==> src/rtl/inst_decode_pipe_if.sv <==
// Fetch-side and execute-side handshake bundle for the instruction-decode stage.
// The decode stage is the slave; the fetch/execute environment is the master.
interface inst_decode_pipe_if #(
  parameter int INST_W   = 32,
  parameter int OPCODE_W = 2,
  parameter int REG_W    = 5,
  parameter int FUNC_W   = 4,
  parameter int OFFSET_W = 16
);
  logic                in_valid;
  logic                in_ready;
  logic [INST_W-1:0]   inst;
  logic                out_valid;
  logic                out_ready;
  logic [OPCODE_W-1:0] opcode;
  logic [REG_W-1:0]    rs;
  logic [REG_W-1:0]    rt;
  logic [REG_W-1:0]    shamt;
  logic [FUNC_W-1:0]   func;
  logic [OFFSET_W-1:0] offset;
  logic                mem_read;
  logic                mem_write;

  modport master (
    output in_valid, inst, out_ready,
    input  in_ready, out_valid, opcode, rs, rt, shamt, func, offset, mem_read, mem_write
  );

  modport slave (
    input  in_valid, inst, out_ready,
    output in_ready, out_valid, opcode, rs, rt, shamt, func, offset, mem_read, mem_write
  );
endinterface

==> src/rtl/inst_decode_pipe.sv <==
// KGP-RISC decode stage: splits instruction words into fields and buffers them in a DEPTH-entry FIFO.
// Optional macro DECODE_ILLEGAL_EN adds per-record illegal flag and a popped-illegal counter.
module inst_decode_pipe #(
  parameter int                  INST_W    = 32,
  parameter int                  OPCODE_W  = 2,
  parameter int                  REG_W     = 5,
  parameter int                  FUNC_W    = 4,
  parameter int                  OFFSET_W  = 16,
  parameter int                  DEPTH     = 2,
  parameter logic [OPCODE_W-1:0] LOAD_OPC  = 2'b10,
  parameter logic [OPCODE_W-1:0] STORE_OPC = 2'b11,
  parameter int                  CNT_W     = 16
`ifdef DECODE_ILLEGAL_EN
  , parameter logic [FUNC_W-1:0] ALU_FUNC_MAX = 4'd9
`endif
) (
  input  logic               clk,
  input  logic               rst_n,
  input  logic               flush,
  inst_decode_pipe_if.slave  bus,
  output logic [CNT_W-1:0]   stall_cnt
`ifdef DECODE_ILLEGAL_EN
  , output logic             illegal
  , output logic [CNT_W-1:0] illegal_cnt
`endif
);
  localparam int PTR_W  = (DEPTH > 1) ? $clog2(DEPTH) : 1;
  localparam int RS_HI  = INST_W - OPCODE_W - 1;
  localparam int RT_HI  = RS_HI - REG_W;
  localparam int SH_HI  = RT_HI - REG_W;
  localparam int FN_HI  = SH_HI - REG_W;
  localparam logic [PTR_W:0] DEPTH_C = (PTR_W+1)'(DEPTH);

  typedef struct packed {
    logic [OPCODE_W-1:0] opcode;
    logic [REG_W-1:0]    rs;
    logic [REG_W-1:0]    rt;
    logic [REG_W-1:0]    shamt;
    logic [FUNC_W-1:0]   func;
    logic [OFFSET_W-1:0] offset;
    logic                mem_read;
    logic                mem_write;
`ifdef DECODE_ILLEGAL_EN
    logic                illegal;
`endif
  } rec_t;

  rec_t             mem_q [DEPTH];
  rec_t             mem_d [DEPTH];
  rec_t             dec;
  rec_t             head;
  logic [PTR_W-1:0] wr_ptr_q, wr_ptr_d;
  logic [PTR_W-1:0] rd_ptr_q, rd_ptr_d;
  logic [PTR_W:0]   count_q, count_d;
  logic [CNT_W-1:0] stall_q, stall_d;
  logic             push, pop;

  // Decode is purely combinational off the incoming word; offset deliberately overlaps shamt/func.
  always_comb begin
    dec           = '0;
    dec.opcode    = bus.inst[INST_W-1 -: OPCODE_W];
    dec.rs        = bus.inst[RS_HI -: REG_W];
    dec.rt        = bus.inst[RT_HI -: REG_W];
    dec.shamt     = bus.inst[SH_HI -: REG_W];
    dec.func      = bus.inst[FN_HI -: FUNC_W];
    dec.offset    = bus.inst[OFFSET_W-1:0];
    dec.mem_read  = (dec.opcode == LOAD_OPC);
    dec.mem_write = (dec.opcode == STORE_OPC);
`ifdef DECODE_ILLEGAL_EN
    dec.illegal   = (dec.opcode == '0) && (dec.func > ALU_FUNC_MAX);
`endif
  end

  // Ready depends only on the registered count, so a full FIFO never accepts on a popping cycle.
  assign bus.in_ready  = (count_q < DEPTH_C) && rst_n;
  assign bus.out_valid = (count_q != '0);
  assign push          = bus.in_valid && bus.in_ready && !flush;
  assign pop           = bus.out_valid && bus.out_ready;

  always_comb begin
    mem_d    = mem_q;
    wr_ptr_d = wr_ptr_q;
    rd_ptr_d = rd_ptr_q;
    count_d  = count_q;
    if (flush) begin
      wr_ptr_d = '0;
      rd_ptr_d = '0;
      count_d  = '0;
    end else begin
      if (push) begin
        mem_d[wr_ptr_q] = dec;
        wr_ptr_d        = wr_ptr_q + PTR_W'(1);
      end
      if (pop) rd_ptr_d = rd_ptr_q + PTR_W'(1);
      case ({push, pop})
        2'b10:   count_d = count_q + (PTR_W+1)'(1);
        2'b01:   count_d = count_q - (PTR_W+1)'(1);
        default: count_d = count_q;
      endcase
    end
  end

  always_comb begin
    stall_d = stall_q;
    if (bus.in_valid && !bus.in_ready && (stall_q != '1))
      stall_d = stall_q + CNT_W'(1);
  end

  always_ff @(posedge clk) begin
    if (!rst_n) begin
      mem_q    <= '{default: '0};
      wr_ptr_q <= '0;
      rd_ptr_q <= '0;
      count_q  <= '0;
      stall_q  <= '0;
    end else begin
      mem_q    <= mem_d;
      wr_ptr_q <= wr_ptr_d;
      rd_ptr_q <= rd_ptr_d;
      count_q  <= count_d;
      stall_q  <= stall_d;
    end
  end

  assign head          = mem_q[rd_ptr_q];
  assign bus.opcode    = head.opcode;
  assign bus.rs        = head.rs;
  assign bus.rt        = head.rt;
  assign bus.shamt     = head.shamt;
  assign bus.func      = head.func;
  assign bus.offset    = head.offset;
  assign bus.mem_read  = head.mem_read;
  assign bus.mem_write = head.mem_write;
  assign stall_cnt     = stall_q;

`ifdef DECODE_ILLEGAL_EN
  logic [CNT_W-1:0] ill_cnt_q, ill_cnt_d;

  // A pop coinciding with flush is discarded, so it is not counted either.
  always_comb begin
    ill_cnt_d = ill_cnt_q;
    if (pop && !flush && head.illegal && (ill_cnt_q != '1))
      ill_cnt_d = ill_cnt_q + CNT_W'(1);
  end

  always_ff @(posedge clk) begin
    if (!rst_n) ill_cnt_q <= '0;
    else        ill_cnt_q <= ill_cnt_d;
  end

  assign illegal     = head.illegal;
  assign illegal_cnt = ill_cnt_q;
`endif
endmodule

==> src/flat_wrapper.sv <==
// flat-port wrapper written by rule: the top's interface ports become plain ports
module inst_decode_pipe_flat 
#(
  parameter int                  INST_W    = 32,
  parameter int                  OPCODE_W  = 2,
  parameter int                  REG_W     = 5,
  parameter int                  FUNC_W    = 4,
  parameter int                  OFFSET_W  = 16,
  parameter int                  DEPTH     = 2,
  parameter logic [OPCODE_W-1:0] LOAD_OPC  = 2'b10,
  parameter logic [OPCODE_W-1:0] STORE_OPC = 2'b11,
  parameter int                  CNT_W     = 16

)
  (clk, rst_n, flush, stall_cnt, bus_in_valid, bus_inst, bus_out_ready, bus_in_ready, bus_out_valid, bus_opcode, bus_rs, bus_rt, bus_shamt, bus_func, bus_offset, bus_mem_read, bus_mem_write);
  inst_decode_pipe_if #(.INST_W(INST_W), .OPCODE_W(OPCODE_W), .REG_W(REG_W), .FUNC_W(FUNC_W), .OFFSET_W(OFFSET_W)) bus_i ();
  input  logic clk;
  input  logic rst_n;
  input  logic flush;
  output logic [CNT_W-1:0] stall_cnt;
  input wire logic [$bits(bus_i.in_valid)-1:0] bus_in_valid;
  input wire logic [$bits(bus_i.inst)-1:0] bus_inst;
  input wire logic [$bits(bus_i.out_ready)-1:0] bus_out_ready;
  output wire logic [$bits(bus_i.in_ready)-1:0] bus_in_ready;
  output wire logic [$bits(bus_i.out_valid)-1:0] bus_out_valid;
  output wire logic [$bits(bus_i.opcode)-1:0] bus_opcode;
  output wire logic [$bits(bus_i.rs)-1:0] bus_rs;
  output wire logic [$bits(bus_i.rt)-1:0] bus_rt;
  output wire logic [$bits(bus_i.shamt)-1:0] bus_shamt;
  output wire logic [$bits(bus_i.func)-1:0] bus_func;
  output wire logic [$bits(bus_i.offset)-1:0] bus_offset;
  output wire logic [$bits(bus_i.mem_read)-1:0] bus_mem_read;
  output wire logic [$bits(bus_i.mem_write)-1:0] bus_mem_write;
  assign bus_i.in_valid = bus_in_valid;
  assign bus_i.inst = bus_inst;
  assign bus_i.out_ready = bus_out_ready;
  assign bus_in_ready = bus_i.in_ready;
  assign bus_out_valid = bus_i.out_valid;
  assign bus_opcode = bus_i.opcode;
  assign bus_rs = bus_i.rs;
  assign bus_rt = bus_i.rt;
  assign bus_shamt = bus_i.shamt;
  assign bus_func = bus_i.func;
  assign bus_offset = bus_i.offset;
  assign bus_mem_read = bus_i.mem_read;
  assign bus_mem_write = bus_i.mem_write;
  inst_decode_pipe #(.INST_W(INST_W), .OPCODE_W(OPCODE_W), .REG_W(REG_W), .FUNC_W(FUNC_W), .OFFSET_W(OFFSET_W), .DEPTH(DEPTH), .LOAD_OPC(LOAD_OPC), .STORE_OPC(STORE_OPC), .CNT_W(CNT_W)) u_core (.clk(clk), .rst_n(rst_n), .flush(flush), .bus(bus_i), .stall_cnt(stall_cnt));
endmodule
==> config.mk <==
export PLATFORM = sky130hd
export DESIGN_NAME = inst_decode_pipe_flat
export DESIGN_NICKNAME = d
export VERILOG_FILES = /design/src/rtl/inst_decode_pipe_if.sv /design/src/rtl/inst_decode_pipe.sv /design/src/flat_wrapper.sv
export SDC_FILE = /design/constraint.sdc
export NUM_CORES = 1
export LEC_CHECK = 0
export CAP_MARGIN = 20
export CORE_MARGIN = 4
export CORE_UTILIZATION = 45
export DETAILED_ROUTE_END_ITERATION = 7
export PLACE_DENSITY = 0.74
export SLEW_MARGIN = 20
export SYNTH_ARGS = -nofsm -noshare
export SYNTH_HDL_FRONTEND = slang
export SYNTH_SLANG_ARGS = --single-unit
==> constraint.sdc <==
create_clock -name clk -period 5.3 [get_ports clk]
set_clock_uncertainty 0.05 [all_clocks]
set_input_delay 0.795 -clock clk [delete_from_list [all_inputs] [get_ports clk]]
set_output_delay 0.795 -clock clk [all_outputs]
set_load 0.01 [all_outputs]
==> results.json, run 1 <==
{
  "place_hpwl_um": 6390,
  "drive_gt1_frac": 0.124,
  "final_cell_mix": "141 x nand2_1, 93 x clkdlybuf4s50_1, 87 x dfxtp_1, 82 x a21oi_1, 34 x mux2_2",
  "setup_violations": 0,
  "drtPass1Iterations": 4,
  "finalWeightedCongestion": 0.809,
  "cts_buffers": 9,
  "io_buffers": 93,
  "ys_seq_area_frac": 0.452,
  "required_ps": 4450,
  "syn-cell-area_mm2": 0.00390,
  "hp-start": "u_core.mem_q[40]$_SDFFE_PN0P_",
  "antenna_found_initial": 0,
  "rsz0062_at_grt": "no",
  "final_nets": 573,
  "cp-end-kind": "output pin",
  "register_area_mm2": 0.00176,
  "p_leak_nw": 1.66,
  "worstSetupPathType": "in -> out",
  "syn-num-nets": 501,
  "initial_core_util": 0.467,
  "preCtsSetupSlack_ps": 2130,
  "ctsResizeCount": 0,
  "clk_latency_ps": 360,
  "grt_overflow": 0,
  "period_minus_slack_ps": 3180,
  "synth-main-ff-cell": "dfxtp_1",
  "syn_to_final_growth_pct": 28.0,
  "cts_tree": "done",
  "powerDensity_mw_per_mm2": 254,
  "drtIter0Drc": 152,
  "diodes": 0,
  "tightest_slew_ps": 892,
  "numClockSinks": 88,
  "wirelength_um": 9670,
  "crit_path_start": "rst_n",
  "timing.final.crit_share": 0.599,
  "max-cap-violations": 0,
  "async_flop_share": 0,
  "ys_ff_latch": 88,
  "syn_inst": 462,
  "ys_warn_count": 0,
  "maxSlewViolCount": 0,
  "grt_pass1_wl_um": 15800,
  "vias": 3442,
  "clock_tree.root_cell": "clkbuf_8",
  "post-route-util": 0.599,
  "cts.clk_slew.worst_paths_ps": 80,
  "clk_path_buf_depth": 2,
  "fin_total_pwr_w": 0.00127,
  "design_area_mm2": 0.00499,
  "place_area_mm2": 0.00478,
  "fp.dieH_um": 101,
  "grt_util_all_layers": 0.193,
  "io_pins": 94,
  "critical_path_peak_fanout": 8,
  "core_area_mm2": 0.00834,
  "wl_per_cell_um": 15.0,
  "finalHoldViolations": 0,
  "startpoint_type": "input port",
  "die_area_mm2": 0.0102,
  "synth_edf_count": 0,
  "irDropWorstVdd_uv": 142,
  "drc": 0,
  "antenna_left": 0,
  "timing.fmax_ghz": 0.315,
  "relSlewSlack": 0.405,
  "vias_per_cell": 5.34,
  "setup_slack_ps": 2120,
  "r2r-start": "u_core.stall_cnt[0]$_SDFFE_PN0P_",
  "tns_ps": 0,
  "final_common_cell": "nand2_1",
  "fillers": 737,
  "status": "finished clean",
  "cts_setup_buffers": 0,
  "grt_pass1_vias": 3198,
  "arrival_ps": 2330,
  "rows": 33,
  "r2r_slack_ps": 3170,
  "hp-class": "reg -> reg",
  "multi_input_area_mm2": 0.00192,
  "synth.avg_cell_area_um2": 8.44,
  "postCtsHoldBufs": 0,
  "htreeDepth": 3,
  "fp.dieW_um": 101,
  "ys_types": 41,
  "grt_start_max_net_pins": 48
}
-- per-stage QoR --
step	instances	hold slack [ps]
floorplan	462	383
global placement	628	387
detailed placement	628	396
CTS	644	408
global route	644	427
finish	644	407
-- critical path: stages --
cell	delay (ps)
clkdlybuf4s50_1	700
nand2b_2	220
inv_1	90
clkdlybuf4s50_1	530
-- layer usage --
| layer | global-route usage | routed length (um) |
|---|---|---|
| met5 | 0 | 0 |
| met4 | 0.0767 | 180 |
| met3 | 0.0374 | 567 |
| met2 | 0.298 | 4560 |
| met1 | 0.266 | 4370 |
-- state kept, by name, summed over array words and instances (netlist names) --
| signal | cells |
|---|---|
| u_core.count_q | 2 |
| u_core.mem_q | 68 |
| u_core.rd_ptr_q | 1 |
| u_core.stall_cnt | 16 |
| u_core.wr_ptr_q | 1 |
-- report_power, final --
part	leakage [nW]	total (W)	switching [W]	internal, W
registers	0.712	0.000676	0.00000558	0.000670
logic	0.847	0.000106	0.0000501	0.0000562
clock network	0.102	0.000488	0.000242	0.000246
-- logic make-up after synthesis --
family	count (synthesis)	synth area share
flip-flops	88	0.452
AO/OA/AOI/OAI	100	0.139
AND/OR/NAND/NOR	194	0.239
XOR/XNOR	3	0.00674
buffers and inverters	40	0.0568
multiplexers	35	0.101
adder cells (fa/ha/maj)	2	0.00642
-- Yosys cell counts (4+ instances only) --
| cell type | count | share of area |
|---|---|---|
| or4_1 | 7 | 0.013 |
| buf_4 | 8 | 0.015 |
| nand3_1 | 10 | 0.013 |
| or3_1 | 5 | 0.0080 |
| a21oi_1 | 82 | 0.11 |
| o21ai_0 | 6 | 0.0077 |
| mux2_2 | 34 | 0.098 |
| buf_6 | 4 | 0.012 |
| dfxtp_1 | 88 | 0.45 |
| inv_1 | 6 | 0.0058 |
| nand2_1 | 141 | 0.14 |
| nand4_1 | 4 | 0.0064 |
| clkbuf_1 | 12 | 0.012 |
| o31ai_1 | 7 | 0.013 |
| buf_2 | 9 | 0.012 |
-- final cells by class --
class                      instances  area share
sequential                        88       0.353
clock inverter                     5      0.0125
inverter                           6     0.00451
multi-input combinational        334       0.384
clock buffer                      11      0.0303
tap                              105      0.0263
timing repair buffer              95       0.189
-- worst paths after layout --
| kind | end | depth (start not counted) |
|---|---|---|
| max | bus_in_ready | 4 |
| min | u_core.mem_q[40]$_SDFFE_PN0P_ | 2 |
| min reg2reg | u_core.mem_q[40]$_SDFFE_PN0P_ | 2 |
| max reg2reg | u_core.stall_cnt[0]$_SDFFE_PN0P_ | 5 |
Power figures use the tool's default switching activity.
==> run 2, diff against run 1 <==
Settings changed: PLACE_DENSITY 0.74 to 0.76.
Clock period 5.3 ns to 2.7 ns, I/O delays scaled along.
==> results.json, run 2 (synthesis results as in run 1) <==
{
  "timing.hold.ws_ps": 406,
  "place_hpwl_um": 6610,
  "largest_reg_flops": 68,
  "arrival_ps": 2040,
  "grt_pass1_vias": 3436,
  "numClockSinks": 88,
  "grt_pass1_wl_um": 16100,
  "cts_tree": "done",
  "fp.dieH_um": 101,
  "critPathMaxStageDelay_ps": 580,
  "grt_util_all_layers": 0.194,
  "wl_per_cell_um": 14.7,
  "rows": 33,
  "diodes": 0,
  "post-route-util": 0.605,
  "tightest_slew_ps": 780,
  "powerDensity_mw_per_mm2": 462,
  "drive_gt1_frac": 0.135,
  "final_nets": 583,
  "drc": 0,
  "period_minus_slack_ps": 2500,
  "drtIter0Drc": 143,
  "setup_violations": 0,
  "syn_to_final_growth_pct": 29.4,
  "final_cell_mix": "141 x nand2_1, 93 x clkdlybuf4s50_1, 87 x dfxtp_1, 82 x a21oi_1, 34 x mux2_2",
  "core_area_mm2": 0.00834,
  "timing.fmax_ghz": 0.400,
  "cts_setup_buffers": 0,
  "relSlewSlack": 0.476,
  "cp-end-kind": "output pin",
  "vias": 3462,
  "wirelength_um": 9640,
  "fin_total_pwr_w": 0.00233,
  "preCtsSetupSlack_ps": 369,
  "max-cap-violations": 0,
  "io_buffers": 93,
  "hp-class": "reg -> reg",
  "grt_start_max_net_pins": 40,
  "clock_tree.root_cell": "clkbuf_8",
  "antenna_left": 0,
  "cts_buffers": 9,
  "critical_path_peak_fanout": 14,
  "tns_ps": 0,
  "startpoint_type": "register",
  "postCtsHoldBufs": 0,
  "clk_path_buf_depth": 2,
  "rsz0062_at_grt": "no",
  "irDropWorstVdd_uv": 225,
  "finalHoldViolations": 0,
  "io_pins": 94,
  "final_common_cell": "nand2_1",
  "htreeDepth": 3,
  "ctsResizeCount": 0,
  "timing.final.crit_share": 0.925,
  "finalWeightedCongestion": 0.783,
  "die_area_mm2": 0.0102,
  "maxSlewViolCount": 0,
  "setup_slack_ps": 202,
  "required_ps": 2250,
  "vias_per_cell": 5.29,
  "grt_overflow": 0,
  "fp.dieW_um": 101,
  "cpMaxStageDelayCell": "dfxtp_2",
  "clk_latency_ps": 350,
  "crit_chain": "buf_4, mux2_2, clkdlybuf4s50_1",
  "cts.clk_slew.worst_paths_ps": 90,
  "worstSetupPathType": "reg -> out",
  "antenna_found_initial": 0,
  "status": "finished clean",
  "regMostFlops": "u_core.mem_q",
  "p_leak_nw": 1.70,
  "drtPass1Iterations": 4,
  "initial_core_util": 0.467
}
==> run 2: per-layer routing <==
| metal | global-route usage | routed length [um] |
|---|---|---|
| met2 | 0.321 | 4720 |
| met3 | 0.0401 | 579 |
| met4 | 0.0603 | 68 |
| met5 | 0 | 0 |
| met1 | 0.253 | 4270 |
==> run 2: worst paths after layout <==
kind                                                  startpoint                          endpoint  slack, ps  cells past startpoint
worst max register to register  u_core.stall_cnt[0]$_SDFFE_PN0P_  u_core.stall_cnt[1]$_SDFFE_PN0P_        620                      5
worst max-delay path                u_core.rd_ptr_q$_SDFFE_PP0P_                     bus_opcode[0]        200                      3
worst min register to register     u_core.mem_q[16]$_SDFFE_PN0P_     u_core.mem_q[16]$_SDFFE_PN0P_        410                      2
worst min-delay path               u_core.mem_q[16]$_SDFFE_PN0P_     u_core.mem_q[16]$_SDFFE_PN0P_        410                      2
==> run 2: final cells by class <==
class	instances	area [um2]
fill	741	3300
multi-input combinational	334	1920
sequential	88	1760
timing repair buffer	105	1050
clock buffer	11	131
tap	105	131
clock inverter	5	33.8
inverter	6	22.5
==> run 2: stage by stage <==
stage,cells,cell area (um2)
2_1_floorplan,462,3900
3_3_place_gp,638,4880
3_5_place_dp,638,4880
4_1_cts,654,5040
5_1_grt,654,5040
6_report,654,5040
==> run 2: worst max-delay path, delay by kind of cell, from the launching register on <==
family	cells	cell delay (ps)
buffers and inverters	2	740
multiplexers	1	370
flip-flops	1	580
==> run 2: power breakdown <==
group	switching, W	internal, W
combinational	0.000100	0.000117
sequential	0.00000999	0.00132
clock	0.000452	0.000333
==> run 3, diff against run 2 <==
Settings changed: PLACE_DENSITY 0.76 to 0.74, RECOVER_POWER set to 25.
Clock period 2.7 ns to 2.5 ns, I/O delays scaled along.
==> results.json, run 3 (synthesis results as in run 1) <==
{
  "status": "finished clean",
  "startpoint_type": "input port",
  "r2r-start": "u_core.stall_cnt[0]$_SDFFE_PN0P_",
  "design_area_mm2": 0.00512,
  "regMostFlops": "u_core.mem_q",
  "critPathMaxStageDelay_ps": 700,
  "cts_buffers": 9,
  "fp.dieW_um": 101,
  "timing.fmax_ghz": 0.435,
  "place_area_mm2": 0.00490,
  "hp-class": "reg -> reg",
  "crit_path_start": "rst_n",
  "required_ps": 2080,
  "cts_tree": "done",
  "finalHoldViolations": 0,
  "fin_total_pwr_w": 0.00276,
  "fp.dieH_um": 101,
  "crit_chain": "dlygate4sd3_1, nand2b_2, inv_1, clkdlybuf4s50_1",
  "grt_pass1_vias": 3486,
  "rsz0062_at_grt": "no",
  "r2r_slack_ps": 470,
  "wl_per_cell_um": 14.8,
  "diodes": 0,
  "worstSetupPathType": "in -> out",
  "powerDensity_mw_per_mm2": 540,
  "fin_cells": 656,
  "multi_input_area_mm2": 0.00192,
  "endpoint": "bus_in_ready",
  "core_area_mm2": 0.00834,
  "relSlewSlack": 0.598,
  "ctsResizeCount": 0,
  "wirelength_um": 9690,
  "register_area_mm2": 0.00176,
  "grt_start_max_net_pins": 39,
  "maxSlewViolCount": 0,
  "final_common_cell": "nand2_1",
  "numClockSinks": 88,
  "timing.final.crit_share": 0.920,
  "io_pins": 94,
  "grt_pass1_wl_um": 16000,
  "hp-start": "u_core.mem_q[68]$_SDFFE_PN0P_",
  "antenna_found_initial": 0,
  "final_nets": 586,
  "max-cap-violations": 0,
  "drc": 0,
  "grt_overflow": 0,
  "drtPass1Iterations": 4,
  "tightest_slew_ps": 598,
  "period_minus_slack_ps": 2300,
  "fillers": 761,
  "numPlacedInstances": 641,
  "cts.clk_slew.worst_paths_ps": 80,
  "io_buffers": 93,
  "place_hpwl_um": 6760,
  "htreeDepth": 3,
  "critical_path_peak_fanout": 8,
  "die_area_mm2": 0.0102,
  "post-route-util": 0.614,
  "cp-end-kind": "output pin",
  "drtIter0Drc": 178,
  "setup_violations": 0,
  "syn_to_final_growth_pct": 31.3,
  "largest_reg_flops": 68,
  "clk_path_buf_depth": 2,
  "irDropWorstVdd_uv": 381,
  "clk_latency_ps": 340,
  "tns_ps": 0,
  "postCtsHoldBufs": 0,
  "arrival_ps": 1870,
  "vias_per_cell": 5.37,
  "cts_setup_buffers": 0,
  "antenna_left": 0,
  "p_leak_nw": 1.75,
  "final_cell_mix": "141 x nand2_1, 88 x clkdlybuf4s50_1, 87 x dfxtp_1, 82 x a21oi_1, 34 x mux2_2",
  "drive_gt1_frac": 0.140,
  "reg2reg_depth": 6,
  "r2r-end": "u_core.stall_cnt[3]$_SDFFE_PN0P_",
  "clock_tree.root_cell": "clkbuf_8",
  "vias": 3521,
  "initial_core_util": 0.467,
  "cpMaxStageDelayCell": "dlygate4sd3_1",
  "grt_util_all_layers": 0.193,
  "finalWeightedCongestion": 0.836,
  "rows": 33
}
[run 3: cell count changes in the layout (fill, tap and decap cells not counted), sizes merged]
cell and delta:
clkinvlp -1, clkbuf +3, bufinv +2, inv +1, dlygate4sd3 +5, clkdlybuf4s50 -5, clkinv -3
[run 3: area by class of cell]
cell class | instances | area share
multi-input cells | 334 | 0.374
inverters | 6 | 0.00440
well taps | 105 | 0.0257
repair buffers | 108 | 0.207
clock inverters | 4 | 0.0149
clock buffers | 11 | 0.0296
flip-flops and latches | 88 | 0.344
[run 3: how the worst min path moves through the flow]
stage	slack (ps)	depth (start not counted)	endpoint
global route	430	2	u_core.mem_q[53]$_SDFFE_PN0P_
CTS	410	2	u_core.mem_q[16]$_SDFFE_PN0P_
floorplan	380	2	u_core.mem_q[0]$_SDFFE_PN0P_
finish	410	2	u_core.mem_q[68]$_SDFFE_PN0P_
detailed placement	390	2	u_core.mem_q[42]$_SDFFE_PN0P_
global placement	390	2	u_core.mem_q[14]$_SDFFE_PN0P_
[run 3: power breakdown]
group	total [W]	switching, W	internal [W]
combinational	0.000236	0.000111	0.000126
clock	0.00110	0.000483	0.000616
sequential	0.00143	0.00000975	0.00142
[run 3: metal layers]
layer  wire [um]  GRT usage
met3         403     0.0429
met2        4800      0.329
met1        4280      0.238
met4         200     0.0695
met5           0          0
[run 3: critical path: cells and delay by family]
family        cells  cell delay (ps)
buf+inv           3             1320
simple gates      1              190
[run 3: stage by stage]
stage	hold slack [ps]	setup slack (ps)
4_1_cts	406	226
2_1_floorplan	383	614
5_1_grt	431	151
3_3_place_gp	388	276
6_report	406	201
3_5_place_dp	394	272
